**src/rtl/foc_enc_tx.sv**
```systemverilog
// FOC transmit encoder: each 4-bit nibble maps to a 5-bit crosstalk-avoiding codeword.
// Registered output stage with a one-entry skid buffer, valid/ready on both sides.
module foc_enc_tx #(
   parameter int LANES = 2,
   parameter int CNT_W = 16
) (
   input  logic                 clk,
   input  logic                 rst_n,
   input  logic                 in_valid,
   output logic                 in_ready,
   input  logic [4*LANES-1:0]   in_data,
   output logic                 out_valid,
   input  logic                 out_ready,
   output logic [5*LANES-1:0]   out_data,
   input  logic                 cnt_clr,
   output logic [CNT_W-1:0]     word_cnt
);

   localparam logic [CNT_W-1:0] CNT_MAX = '1;

   function automatic logic [4:0] f_enc_nib(input logic [3:0] nib);
      logic [4:0] cw;
      case (nib)
         4'h0: cw = 5'b00000;
         4'h1: cw = 5'b00100;
         4'h2: cw = 5'b00001;
         4'h3: cw = 5'b00101;
         4'h4: cw = 5'b00011;
         4'h5: cw = 5'b00111;
         4'h6: cw = 5'b10011;
         4'h7: cw = 5'b10111;
         4'h8: cw = 5'b10000;
         4'h9: cw = 5'b10100;
         4'hA: cw = 5'b10001;
         4'hB: cw = 5'b10101;
         4'hC: cw = 5'b11000;
         4'hD: cw = 5'b11100;
         4'hE: cw = 5'b11001;
         4'hF: cw = 5'b11101;
         default: cw = 5'b00000;
      endcase
      return cw;
   endfunction

   logic [5*LANES-1:0] r_or_data;
   logic               r_or_vld;
   logic [5*LANES-1:0] r_sk_data;
   logic               r_sk_vld;
   logic [CNT_W-1:0]   r_cnt;

   logic [5*LANES-1:0] w_enc;
   logic               w_accept;
   logic               w_pop;

   always_comb begin
      w_enc = '0;
      for (int k = 0; k < LANES; k++) begin
         w_enc[5*k +: 5] = f_enc_nib(in_data[4*k +: 4]);
      end
   end

   // in_ready comes straight from the skid flag, so it never depends on out_ready.
   assign w_accept  = in_valid & ~r_sk_vld;
   assign w_pop     = r_or_vld & out_ready;

   // Data is only loaded on an accept, so a don't-care in_data while idle never reaches the bus.
   always_ff @(posedge clk or negedge rst_n) begin
      if (!rst_n) begin
         r_or_data <= '0;
         r_or_vld  <= 1'b0;
         r_sk_data <= '0;
         r_sk_vld  <= 1'b0;
      end else if (w_pop && r_sk_vld) begin
         r_or_data <= r_sk_data;
         r_sk_vld  <= 1'b0;
      end else if (w_accept && (!r_or_vld || w_pop)) begin
         r_or_data <= w_enc;
         r_or_vld  <= 1'b1;
      end else if (w_accept) begin
         r_sk_data <= w_enc;
         r_sk_vld  <= 1'b1;
      end else if (w_pop) begin
         r_or_vld  <= 1'b0;
      end
   end

   always_ff @(posedge clk or negedge rst_n) begin
      if (!rst_n) begin
         r_cnt <= '0;
      end else if (cnt_clr) begin
         r_cnt <= '0;
      end else if (w_pop && (r_cnt != CNT_MAX)) begin
         r_cnt <= r_cnt + 1'b1;
      end
   end

   assign in_ready  = ~r_sk_vld;
   assign out_valid = r_or_vld;
   assign out_data  = r_or_data;
   assign word_cnt  = r_cnt;

endmodule
```
**config.mk**
```make
export PLATFORM = sky130hd
export DESIGN_NAME = foc_enc_tx
export DESIGN_NICKNAME = d
export VERILOG_FILES = /design/src/rtl/foc_enc_tx.sv
export SDC_FILE = /design/constraint.sdc
export NUM_CORES = 1
export LEC_CHECK = 0
export CAP_MARGIN = 0
export CORE_MARGIN = 4
export CORE_UTILIZATION = 43
export CTS_BUF_LIST = sky130_fd_sc_hd__clkbuf_8
export CTS_CLUSTER_DIAMETER = 40
export DETAILED_ROUTE_END_ITERATION = 7
export PLACE_DENSITY_LB_ADDON = 0.3
export SYNTH_ARGS = -nofsm -noshare
export SYNTH_HDL_FRONTEND = slang
export SYNTH_SLANG_ARGS = --single-unit
```
**constraint.sdc**
```tcl
create_clock -name clk -period 2.47 [get_ports clk]
set_clock_uncertainty 0.1 [all_clocks]
set_input_delay 0.494 -clock clk [delete_from_list [all_inputs] [get_ports clk]]
set_output_delay 0.494 -clock clk [all_outputs]
set_load 0.05 [all_outputs]
```
==> flow_results.org <==
** Outcome
- Status :: finished clean

** STA
- Based on the critical path, the design can be clocked at up to 444 MHz.
- Post-Route Setup TNS :: 0 ns
- The worst path needs around 2.3 ns of the cycle, external delays included.
- Slew at the pin closest to its max-slew limit :: around 0.85 ns
- Number of setup violations in the final report :: 0
- Hold Fails Final Rpt :: 0
- Final Cycle Share :: 0.913
- Unrepaired setup endpoints after global routing :: false
- Remaining max-slew budget at the tightest pin :: 0.435
- Total count of max-transition violations in the final report :: 0

** GRT
- The number of global-route vias before repair is 1596.
- Largest net degree at the start of global routing :: 39
- The first global-routing pass estimated roughly 7000 um of wire.
- Grt ovf :: 0
- The number of antenna violations at the first check in global routing came to 0.
- Across every metal layer, demand over resource in global routing totals 0.168.

** Worst setup path
- Cell type group with the largest total delay on the critical path :: buffers and inverters
- Cell Chain, Critical Path :: clkdlybuf4s50_1
- The worst setup path is launched from a register.
- Worst setup slack for register-to-register paths :: between 0.4 and 0.5 ns
- In this design, the stage delay of the slowest critical-path cell is 0.86 ns.
- In this run the worst path has a maximum fanout of 7.
- Data on the critical path is required at its endpoint by approximately 1.9 ns.
- The worst setup path is captured at an output port.
- Together, buffers and inverters on the worst path number 1.
- At the worst endpoint, the arrival time is ~1.7 ns.
- The slowest stage of the critical path is the clkdlybuf4s50_1 cell.
- Category of the critical setup timing path :: register to output port

** Die
- Full die area :: roughly 5600 um^2
- The initial utilization of the core area, before any placement, comes to 0.460.
- Placeable core region :: roughly 4100 um^2
- The die is 74.6 um wide.
- 41 I/O pins were placed.
- Die Y :: 74.6 um
- In this run the core area contains 23 standard-cell rows.

** Job
- Max-cap violations in this run came to 0.

** Routing
- The detail route stage leaves a number of antenna-violating nets equal to 0.
- Using the TritonRoute via totals, the vias-per-cell ratio works out to roughly 5.6.
- Total vias in the final route :: ~1600
- Number of iterations in the first detailed-routing pass :: 5
- Summed over all layers, the routed wires come to ~4000 um.
- In the routed design, unresolved DRC markers number 0.
- Routed WL per cell :: 14.0 um
- DR iter-0 viols :: roughly 170

** Cells and area
- Relative to the synthesized area, the layout overhead comes to 27.5%.
- Total of fill cells in the finished design :: around 370
- Count of antenna diodes in the layout :: 0
- Once layout is complete, the utilization of the core stands at 0.587.
- In the final layout, the share of cells above drive strength 1 is 0.0924.
- After the last flow step, the layout net total stands at about 250.

** Synth
- Commonest cells in the netlist :: dfrtp_1, nand2_1, a21oi_1
- Synth Register Bits :: 38
- Cell types occupying the most area after synthesis :: dfrtp_1, nand2_1, a21oi_1, o21ai_0, o31ai_1
- Counting flops with a built-in enable in the synthesized netlist gives 0.
- Yosys mapped the design onto 36 distinct sky130hd cell types.
- Of the synthesized area, sequential elements account for 0.499.
- Among all flip-flop cells after synthesis, the most frequent one is dfrtp_1.
- Fraction of registers with async set/reset :: 1.00
- Cell area after synthesis :: roughly 1900 um^2
- In this run the mean area of a mapped cell was about 9.8 um^2.
- For this run, the number of Yosys warnings is 0.
- In the synthesized netlist, the number of instances is 195.
- Most frequently used cell type in the post-synthesis netlist :: dfrtp_1
- Yosys top cell area share :: 0.499
- Post-synthesis net count :: about 210
- Post-synth top area cell :: dfrtp_1

** Worst hold path
- The path class of the tightest hold or removal check is primary input to asynchronous set/reset pin.

** Clock tree
- Inserted Clock Buffers :: 5
- H-tree levels :: 2
- Buffers added to address setup during post-CTS repair amount to 0.
- Clock tree synthesis found a total of 38 sinks.
- Clock root cell :: clkbuf_8
- CTS tree :: done
- Total of cells resized after clock tree synthesis :: 0
- After clock tree synthesis, the clock-pin slew on the worst setup and hold paths is ~0.070 ns.
- Buffer levels on the longest clock path :: 2
- Buffers inserted to repair hold after CTS numbered 0.
- Latest clock arrival within the worst-skew pair :: 0.29 ns

** Placement
- Input/output buffers :: 40
- The wire-length estimate of the detail-placed layout is between 2000 and 3000 um.
- Global placer's final weighted congestion :: a little over 0.8

** Pwr
- Pleak :: a little over 0.001 uW
- Power spread over the standard cell area amounts to 917 nW/um^2.
- Worst VDD drop :: between 700 and 800 uV
- The design draws around 2200 uW.
-- cell type report --
cell class | instances | area, um^2 | area share
Sequential cell | 38 | 951 | 0.391
Tap cell | 50 | 62.6 | 0.0257
Multi-Input combinational cell | 142 | 887 | 0.365
Clock buffer | 5 | 68.8 | 0.0283
Timing Repair Buffer | 44 | 425 | 0.175
Inverter | 7 | 26.3 | 0.0108
Clock inverter | 2 | 10.0 | 0.00412
-- flip-flops by register name, indices dropped and copies added (netlist names) --
name / flops
out_data: 10
out_valid: 1
r_sk_data: 10
r_sk_vld: 1
word_cnt: 16
-- cell usage in the layout (no fill, tap or decap), types with 2 or more instances in the layout --
cell type / n
a21oi_1: 18
a221o_1: 5
a222oi_1: 2
and3_1: 3
buf_4: 4
clkbuf_8: 5
clkdlybuf4s50_1: 39
clkinv_2: 2
dfrtp_1: 38
inv_1: 7
mux2_2: 2
mux2i_1: 2
nand2_1: 28
nand2b_1: 6
nand3_1: 3
nand4_1: 2
nand4_4: 2
nor2_1: 11
nor2b_1: 5
nor3_1: 2
o21ai_0: 16
o31ai_1: 10
or3_1: 3
or4_1: 9
-- stage by stage --
| stage | hold slack, ns | cell area, um^2 | std cells | setup WS, ns |
|---|---|---|---|---|
| floorplan | 0.0984 | 1910 | 195 | 0.435 |
| global placement | 0.363 | 2350 | 281 | 0.0926 |
| detailed placement | 0.369 | 2350 | 281 | 0.0454 |
| CTS | 0.234 | 2430 | 288 | 0.207 |
| global route | 0.292 | 2430 | 288 | 0.180 |
| finish | 0.191 | 2430 | 288 | 0.216 |
-- layer usage --
layer	up-vias	wire [um]	global-route usage
met5	-	0	0
met1	769	1950	0.222
met2	33	1860	0.271
met3	4	182	0.0486
met4	0	55	0.0474
li1	802	-	-
-- report_power, final --
part           internal, uW  total, uW  switching [uW]
logic                   341        931             590
clock network           189        406             216
registers               789        892             103
total                  1320       2230             910
-- final timing paths --
| check | endpoint | depth (start not counted) | start |
|---|---|---|---|
| max in group asynchronous | out_data[8] | 1 | rst_n |
| max | word_cnt[6] | 1 | word_cnt[6] |
| min | word_cnt[3] | 1 | rst_n |
| max reg2reg | word_cnt[6] | 6 | word_cnt[0] |
| min in group clk | out_data[4] | 2 | out_data[4] |
| min reg2reg | out_data[4] | 2 | out_data[4] |
-- logic make-up (layout without fill, tap and decap cells) --
| family | count (synthesis) | in the layout | synth area share |
|---|---|---|---|
| fa+ha+maj | 1 | 1 | 0.00656 |
| mux | 4 | 4 | 0.0223 |
| compound gates | 54 | 54 | 0.178 |
| simple gates | 83 | 83 | 0.258 |
| flops | 38 | 38 | 0.499 |
| buf+inv | 15 | 58 | 0.0361 |
No activity file was read; power rests on OpenSTA's default activity.
